<file path="src/rtl/mult_div_unit.sv">
// mult_div_unit: multi-cycle MULT/MULTU/DIV/DIVU engine owning the HI/LO registers.
// One multiplier or quotient bit per cycle for 32 cycles, then one sign-fixup cycle.
module mult_div_unit (
   input  logic        clk,
   input  logic        reset,
   input  logic        Start,
   input  logic [3:0]  AluControl,
   input  logic [31:0] OpA,
   input  logic [31:0] OpB,
   input  logic        MtHi,
   input  logic        MtLo,
   output logic        Busy,
   output logic        Done,
   output logic [31:0] Hi,
   output logic [31:0] Lo
);

   typedef enum logic [1:0] {IDLE, CALC, FIX} state_t;

   state_t      state, state_nx;
   logic [4:0]  count;
   logic        op_div;
   logic        neg_a, neg_b;
   logic [31:0] mag_a, mag_b;
   logic [31:0] quo;          // dividend/quotient for divide, multiplier/low product for multiply
   logic [32:0] rem;          // partial remainder for divide, high product (+carry) for multiply

   // Start decode: codes 1000..1011; bit1 selects multiply, bit0 selects unsigned.
   logic        accept;
   logic        req_signed;
   logic [31:0] abs_a, abs_b;

   assign accept     = (state == IDLE) && Start && (AluControl[3:2] == 2'b10);
   assign req_signed = ~AluControl[0];
   // 0 - 0x80000000 wraps back to 0x80000000, which is the correct unsigned magnitude.
   assign abs_a      = (req_signed && OpA[31]) ? (32'd0 - OpA) : OpA;
   assign abs_b      = (req_signed && OpB[31]) ? (32'd0 - OpB) : OpB;

   // One iteration step of each algorithm.
   logic [32:0] mul_sum;
   logic [32:0] div_shift;
   logic [33:0] div_trial;
   logic        div_ge;

   assign mul_sum   = rem + (quo[0] ? {1'b0, mag_a} : 33'd0);
   assign div_shift = {rem[31:0], quo[31]};
   assign div_trial = {1'b0, div_shift} - {2'b00, mag_b};
   assign div_ge    = ~div_trial[33];

   // Sign fixup applied in FIX.
   logic [63:0] product, product_fix;
   logic [31:0] quo_fix, rem_fix;
   logic        div_by_zero;

   assign product     = {rem[31:0], quo};
   assign product_fix = (neg_a ^ neg_b) ? (64'd0 - product) : product;
   assign quo_fix     = (neg_a ^ neg_b) ? (32'd0 - quo) : quo;
   assign rem_fix     = neg_a ? (32'd0 - rem[31:0]) : rem[31:0];
   assign div_by_zero = (mag_b == 32'd0);

   assign Busy = (state != IDLE);

   // State register.
   always_ff @(posedge clk or negedge reset) begin
      if (!reset) begin
         // NOTE: clocked state uses non-blocking assignments so every flop samples pre-edge values.
         state <= IDLE;
      end else begin
         state <= state_nx;
      end
   end

   // Next-state logic.
   always_comb begin
      // NOTE: default assigned first so no path leaves state_nx unassigned (no latch).
      state_nx = state;
      case (state)
         IDLE:    if (accept) state_nx = CALC;
         CALC:    if (count == 5'd31) state_nx = FIX;
         FIX:     state_nx = IDLE;
         default: state_nx = IDLE;
      endcase
   end

   // Operand capture and per-cycle shift-add / restoring-divide iteration.
   always_ff @(posedge clk or negedge reset) begin
      if (!reset) begin
         count  <= 5'd0;
         op_div <= 1'b0;
         neg_a  <= 1'b0;
         neg_b  <= 1'b0;
         mag_a  <= 32'd0;
         mag_b  <= 32'd0;
         quo    <= 32'd0;
         rem    <= 33'd0;
      end else begin
         case (state)
            IDLE: begin
               if (accept) begin
                  op_div <= ~AluControl[1];
                  neg_a  <= req_signed & OpA[31];
                  neg_b  <= req_signed & OpB[31];
                  mag_a  <= abs_a;
                  mag_b  <= abs_b;
                  quo    <= AluControl[1] ? abs_b : abs_a;
                  rem    <= 33'd0;
                  count  <= 5'd0;
               end
            end
            CALC: begin
               count <= count + 5'd1;
               if (op_div) begin
                  rem <= div_ge ? div_trial[32:0] : div_shift;
                  quo <= {quo[30:0], div_ge};
               end else begin
                  rem <= {1'b0, mul_sum[32:1]};
                  quo <= {mul_sum[0], quo[31:1]};
               end
            end
            default: ;
         endcase
      end
   end

   // Architectural HI/LO: result write in FIX, MTHI/MTLO only when idle and no Start is taken.
   always_ff @(posedge clk or negedge reset) begin
      if (!reset) begin
         Hi <= 32'd0;
         Lo <= 32'd0;
      end else if (state == FIX) begin
         if (!op_div) begin
            Hi <= product_fix[63:32];
            Lo <= product_fix[31:0];
         end else if (div_by_zero) begin
            // Remainder register holds |OpA|; negating by neg_a restores the original OpA.
            Hi <= rem_fix;
            Lo <= 32'hFFFF_FFFF;
         end else begin
            Hi <= rem_fix;
            Lo <= quo_fix;
         end
      end else if (state == IDLE && !accept) begin
         if (MtHi) Hi <= OpA;
         if (MtLo) Lo <= OpA;
      end
   end

   // Done pulses for the single cycle after FIX.
   always_ff @(posedge clk or negedge reset) begin
      if (!reset) Done <= 1'b0;
      else        Done <= (state == FIX);
   end

endmodule

</file>
<file path="config.mk">
export PLATFORM = sky130hd
export DESIGN_NAME = mult_div_unit
export DESIGN_NICKNAME = d
export VERILOG_FILES = /design/src/rtl/mult_div_unit.sv
export SDC_FILE = /design/constraint.sdc
export NUM_CORES = 1
export LEC_CHECK = 0
export ABC_AREA = 1
export BUFFER_PORTS_ARGS = -buffer_cell sky130_fd_sc_hd__buf_2
export CAP_MARGIN = 20
export CORE_MARGIN = 2
export CORE_UTILIZATION = 60
export CTS_BUF_LIST = sky130_fd_sc_hd__clkbuf_2 sky130_fd_sc_hd__clkbuf_4 sky130_fd_sc_hd__clkbuf_8
export DETAILED_ROUTE_END_ITERATION = 8
export PLACE_DENSITY = 0.79
export SLEW_MARGIN = 20
export SYNTH_ARGS = -nofsm -noshare
export SYNTH_HDL_FRONTEND = slang
export SYNTH_SLANG_ARGS = --single-unit
</file>
<file path="constraint.sdc">
create_clock -name clk -period 2.9 [get_ports clk]
set_input_delay 0.145 -clock clk [delete_from_list [all_inputs] [get_ports clk]]
set_output_delay 0.145 -clock clk [all_outputs]
set_load 0.01 [all_outputs]
</file>
Yosys cells after proc, flatten, opt, wreduce, memory -nomap -nowiden:

Index checks and enable logic that the tools add are counted.

* output and inout port bits: 66
* register bits: 204
* input port bits: 73

* eq/ne operators: 6
* reduce and logical (&&, ||, !) cells: 18
* multiplexer cells: 28
* $add $sub $neg: 8
* bitwise logic cells: 6

Operator list (count)
* $mux W32: 17
* $sub A1 B32 Y32 const A: 4
* $mux W33: 3
* $pmux W33 S2: 1
* $mux W64: 1
* $pmux W32 S2: 1
* $sub A1 B64 Y64 const A: 1
* $sub A33 B32 Y34: 1
* $add A33 B32 Y33: 1
* $logic_not A32 Y1: 1
* $pmux W5 S2: 1
* $reduce_and A2 Y1: 5
* $reduce_bool A2 Y1: 5
* $add A5 B1 Y5 const B: 1
* $eq A5 B5 Y1 const B: 1
* $logic_and A1 B1 Y1: 5
* $mux W5: 1
* $eq A2 B2 Y1 const B: 2
* $mux W2: 2
* $ne A2 B2 Y1 const B: 2
* $pmux W2 S2: 1
* $not A1 Y1: 3
* $and A1 B1 Y1: 2
* $eq A2 B1 Y1 const B: 1
* 3 further kinds: 3

Logic depth before layout (Yosys ltp):

* word-level depth: 7
* depth in mapped cells: 21
* depth with buffers taken out: 19

Worst setup path before layout:

No wires, ideal clock.

* path type: register -> register
* start: register quo[0]
* end: register rem[17]
* buffers on the path: 2
* cell stages (with the launch flop): 22
* path slack: 0.462 ns
* required time: 2.783 ns
* arrival: 2.321 ns
* library setup time: 0.117 ns
* path through: dfrtp_1 buf_2 clkbuf_1 nand2_1 inv_1 ha_1 inv_1 fa_1 inv_1 nand3_1 nand2_1 nand2_1 nand2_1 nand2_1 nand2_1 nand3_1 nand2_1 nand2_1 nand3_1 nand2_1 nand3_1 nand2_1

* longest elaborated chain between the ends: 4

RTL lines
* start, declared: RTL line 25 `logic [31:0] quo;`
* start signal, assigned: RTL line 105 `quo <= AluControl[1] ? abs_b : abs_a;`
* start signal, assigned: RTL line 114 `quo <= {quo[30:0], div_ge};`
* start signal, assigned: RTL line 117 `quo <= {mul_sum[0], quo[31:1]};`
* $mux W32: RTL line 45 `assign mul_sum = rem + (quo[0] ? {1'b0, mag_a} : 33'd0);`
* $add A33 B32 Y33: RTL line 45
* $mux W33: RTL line 112 `if (op_div) begin`
* $pmux W33 S2: RTL line 97 `case (state)`
* end signal, assigned: RTL line 113 `rem <= div_ge ? div_trial[32:0] : div_shift;`
* end signal, assigned: RTL line 116 `rem <= {1'b0, mul_sum[32:1]};`
* end, declared: RTL line 26 `logic [32:0] rem;`

No other way between the ends.
A chain may end at the register's enable or synchronous reset.

Worst setup path in the final report:

* start: register rem[12]
* end: register rem[19]

* longest elaborated chain between the ends: 4

RTL lines
* $sub A33 B32 Y34: RTL line 47 `assign div_trial = {1'b0, div_shift} - {2'b00, mag_b};`
* $mux W33: RTL line 113
* $mux W33 (*): RTL line 112
* $pmux W33 S2 (*): RTL line 97

Mark *: on every way between the ends. The rest lies on a longest branch, timed or not.

==> flow_results.org <==
** Critical path
- Worst r2r dst :: rem[19]
- The worst setup path is launched from a flop.
- In this run the worst setup path begins at rem[12].
- Required time at the endpoint of the critical path :: about 3.3 ns
- Arrival time at the worst endpoint :: 3.22 ns
- R2R Setup Slk :: 0.11 ns
- Measured in cells, the most critical reg-to-reg path has a length of 12.
- Along the worst path, the maximum fanout reaches 8.
- Startpoint of the worst-slack reg-to-reg timing path :: rem[12]
- The critical path ends at rem[19].
- Crit end category :: flop
- Critical setup path kind :: flop to flop

** Hold path
- Hold path start :: OpA[18]
- In this run the worst hold path is classified as input pin to flop.

** Timing
- Setup repair after global routing missed its margin :: no
- Actual slew at the worst max-slew pin :: 0.895 ns
- Headroom to the max-slew limit came out at 0.403.
- The worst path needs 2.79 ns of the cycle, external delays included.
- Total count of hold-check failures in the final report :: 0
- Max Transition Viols Final :: 0
- Post-layout worst setup margin :: 0.113 ns
- In the final timing run, aggregate negative setup slack is 0 ns.
- Timing would allow up to ~0.36 GHz.
- On the final layout, the worst clock skew is 0.0358 ns.
- Setup violations remaining at the end of the flow were counted as 0.
- Ratio of final minimum period to clock period :: 0.961

** Floorplan
- I/O pin count :: between 100 and 150
- Horizontal extent of the die :: 183 µm
- Placement Rows :: 65
- Floorplan Core Area :: 31500 µm²
- Initial standard-cell utilization of the core :: 0.608
- Die Y :: 183 µm
- The die covers 33300 µm².

** Clocking
- Number of sinks driven by the clock tree :: 204
- Buffers inserted during clock tree synthesis total 37.
- After clock tree synthesis, the clock-pin slew on the worst setup and hold paths is 0.08 ns.
- The later pin in the worst-skew pair is clocked with a latency of 0.57 ns.
- Setup fix buffers added after clock tree synthesis :: 0
- The H-tree was split into 2 levels.
- The root buffer cell chosen for the clock tree is clkbuf_8.
- Clock tree from TritonCTS :: yes
- Worst-case clock buffer depth :: 3

** Synth
- After synthesis, the netlist uses 52 different library cells.
- Share of the yosys chip area belonging to registers :: 0.267
- Ranking of synthesized cells by area :: dfrtp_1, nand2_1, nand3_1, inv_1, nor2_1
- Mapped Avg Cell Area :: 6.02 µm²
- Share of synthesized registers carrying an async set or reset :: 1.00
- In this run the cell area of the synthesized design comes to approximately 19000 µm².
- dfrtp_1 takes more of the synthesized area than any other cell.
- Synthesized flop and latch total :: between 200 and 250
- Post-synth top flop :: dfrtp_1
- The share of synthesized area in the top cell type comes to 0.267.
- Warning count from the yosys run :: 0
- Post-Syn Nets :: 3324
- In the post-synthesis netlist, the cell with the most instances is nand2_1.
- Number of cells produced by synthesis :: roughly 3200
- In this run, synthesis inferred 0 flip-flops with an integrated enable.
- Counting instances in the post-synthesis netlist gives the leading cell types as nand2_1, inv_1, nor2_1.

** Drt
- Summed over all layers, the routed wires come to 82.9 mm.
- The detail route stage leaves a number of antenna-violating nets equal to 0.
- Dividing the detail-routed wire length by the instance count gives about 22 µm.
- Initial DRC count :: 3679
- Routed vias/inst :: between 6 and 7
- DR DRC count :: 0
- The first TritonRoute pass finished after 6 iterations.
- Summing over every cut layer, the via total after detailed routing is 23674.

** Place
- Setup WS pre-CTS :: 0.221 ns
- Total of buffers placed on input and output ports :: 138
- The congestion estimate from routability-driven global placement came to ~1.1.
- Half-perimeter wire length after detailed placement :: 64.8 mm

** Global routing
- The initial antenna violation count is 4.
- The first global-routing pass estimated 126 mm of wire.
- The via count of the first global-routing pass is between 20000 and 25000.
- Combined global-route utilization of all metal layers :: 0.496
- Entering global routing, the biggest net connects 96 pins.
- Total gr overflow :: 0

** Power
- In this run the static leakage power is 0.0112 µW.
- The worst-case IR drop observed on VDD is roughly 600 µV.
- For this design the ratio of total power to cell area is 1390 nW/µm².

** Job
- Across the run, the number of max-cap violations was 0.

** Final layout
- The area growth from synthesis to layout is 12.5%.
- In the final layout, the share of cells above drive strength 1 is 0.103.
- Total number of nets in the final design :: 3492
- Number of filler cells placed in the layout :: 2859

** Run status
- Status :: complete, no violations
what timing repair did:
action                                 in CTS  in global routing
setup endpoints to repair                   0                  2
hold buffers                               25                  0
gates resized for setup                     0                  1
endpoints found under the hold margin     104                  0
worst max-delay path, stage by stage, from the launching register on:
cell and delay [ns]:
dfrtp_1 0.58, ha_1 0.46, nand2_1 0.14, nor2_1 0.17, inv_1 0.07, nor3_1 0.45, nand4_1 0.21, nand3_1 0.12
nand2_1 0.05, nand3_1 0.10, nand3_1 0.12, nand2_1 0.11, nand2_1 0.05
placed cells by master, fill, tap and decap left out, types with 5 or more instances in the layout:
cell	synthesis	final
a21oi_2	6	6
xor2_1	41	41
a21oi_1	152	152
clkbuf_4	0	14
inv_2	14	14
dlygate4sd3_1	0	25
or2_2	12	12
clkbuf_8	0	44
dfrtp_1	204	203
nand2_2	6	7
nor2_2	7	7
nor3_1	40	40
buf_2	23	137
o21bai_1	17	17
o211ai_2	5	5
a31oi_1	38	38
buf_4	1	70
nand3_1	310	310
o211ai_1	59	59
nand4_1	42	42
inv_1	399	398
ha_1	70	70
nand3b_1	24	24
o21ai_0	215	215
nand2_1	1014	1013
o21ai_1	18	17
nor2_1	314	313
xnor2_1	17	17
metal layers:
metal	up-vias	track usage	routed length, µm	share of wire
met5	-	0.0296	167	0.0020
met4	8	0.312	6410	0.077
met3	442	0.186	12500	0.15
met2	1791	0.736	34400	0.41
met1	10764	0.605	29500	0.36
li1	10669	-	-	-
worst min path at each step:
stage           endpoint  slack [ns]  cells after the start
2_1_floorplan       Done       -0.15                      0
3_3_place_gp     rem[30]        0.25                      1
3_5_place_dp     rem[30]        0.26                      1
4_1_cts        mag_a[22]       0.003                      3
5_1_grt        mag_b[10]        0.02                      4
6_report       mag_a[18]      0.0009                      3
layout make-up:
class | count | area (µm²) | share of cell area
inverter | 416 | 1560 | 0.0725
tap | 402 | 503 | 0.0234
sequential | 204 | 5110 | 0.237
timing repair buffer | 236 | 1540 | 0.0713
multi-input combinational | 2452 | 12000 | 0.558
clock inverter | 8 | 103 | 0.00477
antenna | 2 | 5.00 | 0.000233
clock buffer | 57 | 697 | 0.0324
power breakdown:
part / internal [µW] / leakage, µW / switching, µW
clock: 1720 / 0.000424 / 1380
combinational: 6730 / 0.00837 / 14000
sequential: 4310 / 0.00245 / 1740
flip-flops by register name (all words and copies together), names as in the netlist, 2 cells and up:
| name | cells |
|---|---|
| count | 5 |
| mag_b | 32 |
| state | 2 |
| Hi | 32 |
| Lo | 32 |
| mag_a | 32 |
| quo | 32 |
| rem | 33 |
cell families after synthesis:
| family | count (synthesis) | share of synthesized area |
|---|---|---|
| and+or+nand+nor | 1791 | 0.394 |
| DFF | 204 | 0.267 |
| AOI/OAI and AO/OA | 531 | 0.158 |
| xor gates and xnor gates | 58 | 0.0265 |
| buffers and inverters | 523 | 0.106 |
| adders and majority gates | 72 | 0.0479 |
stage by stage:
step                      std cells  power, µW  hold slack [ns]  instance area, µm²   util
after detailed placement       3685      25700            0.258               20500  0.650
final                          3777      29900         0.000929               21500  0.684
after global placement         3685      25300            0.247               20500  0.650
after floorplan                3179      19200           -0.151               19100      -
after CTS                      3775      28900          0.00258               21500  0.684
after global routing           3776      32000           0.0167               21500  0.684
Note: power is estimated with default switching activity, not from simulation.
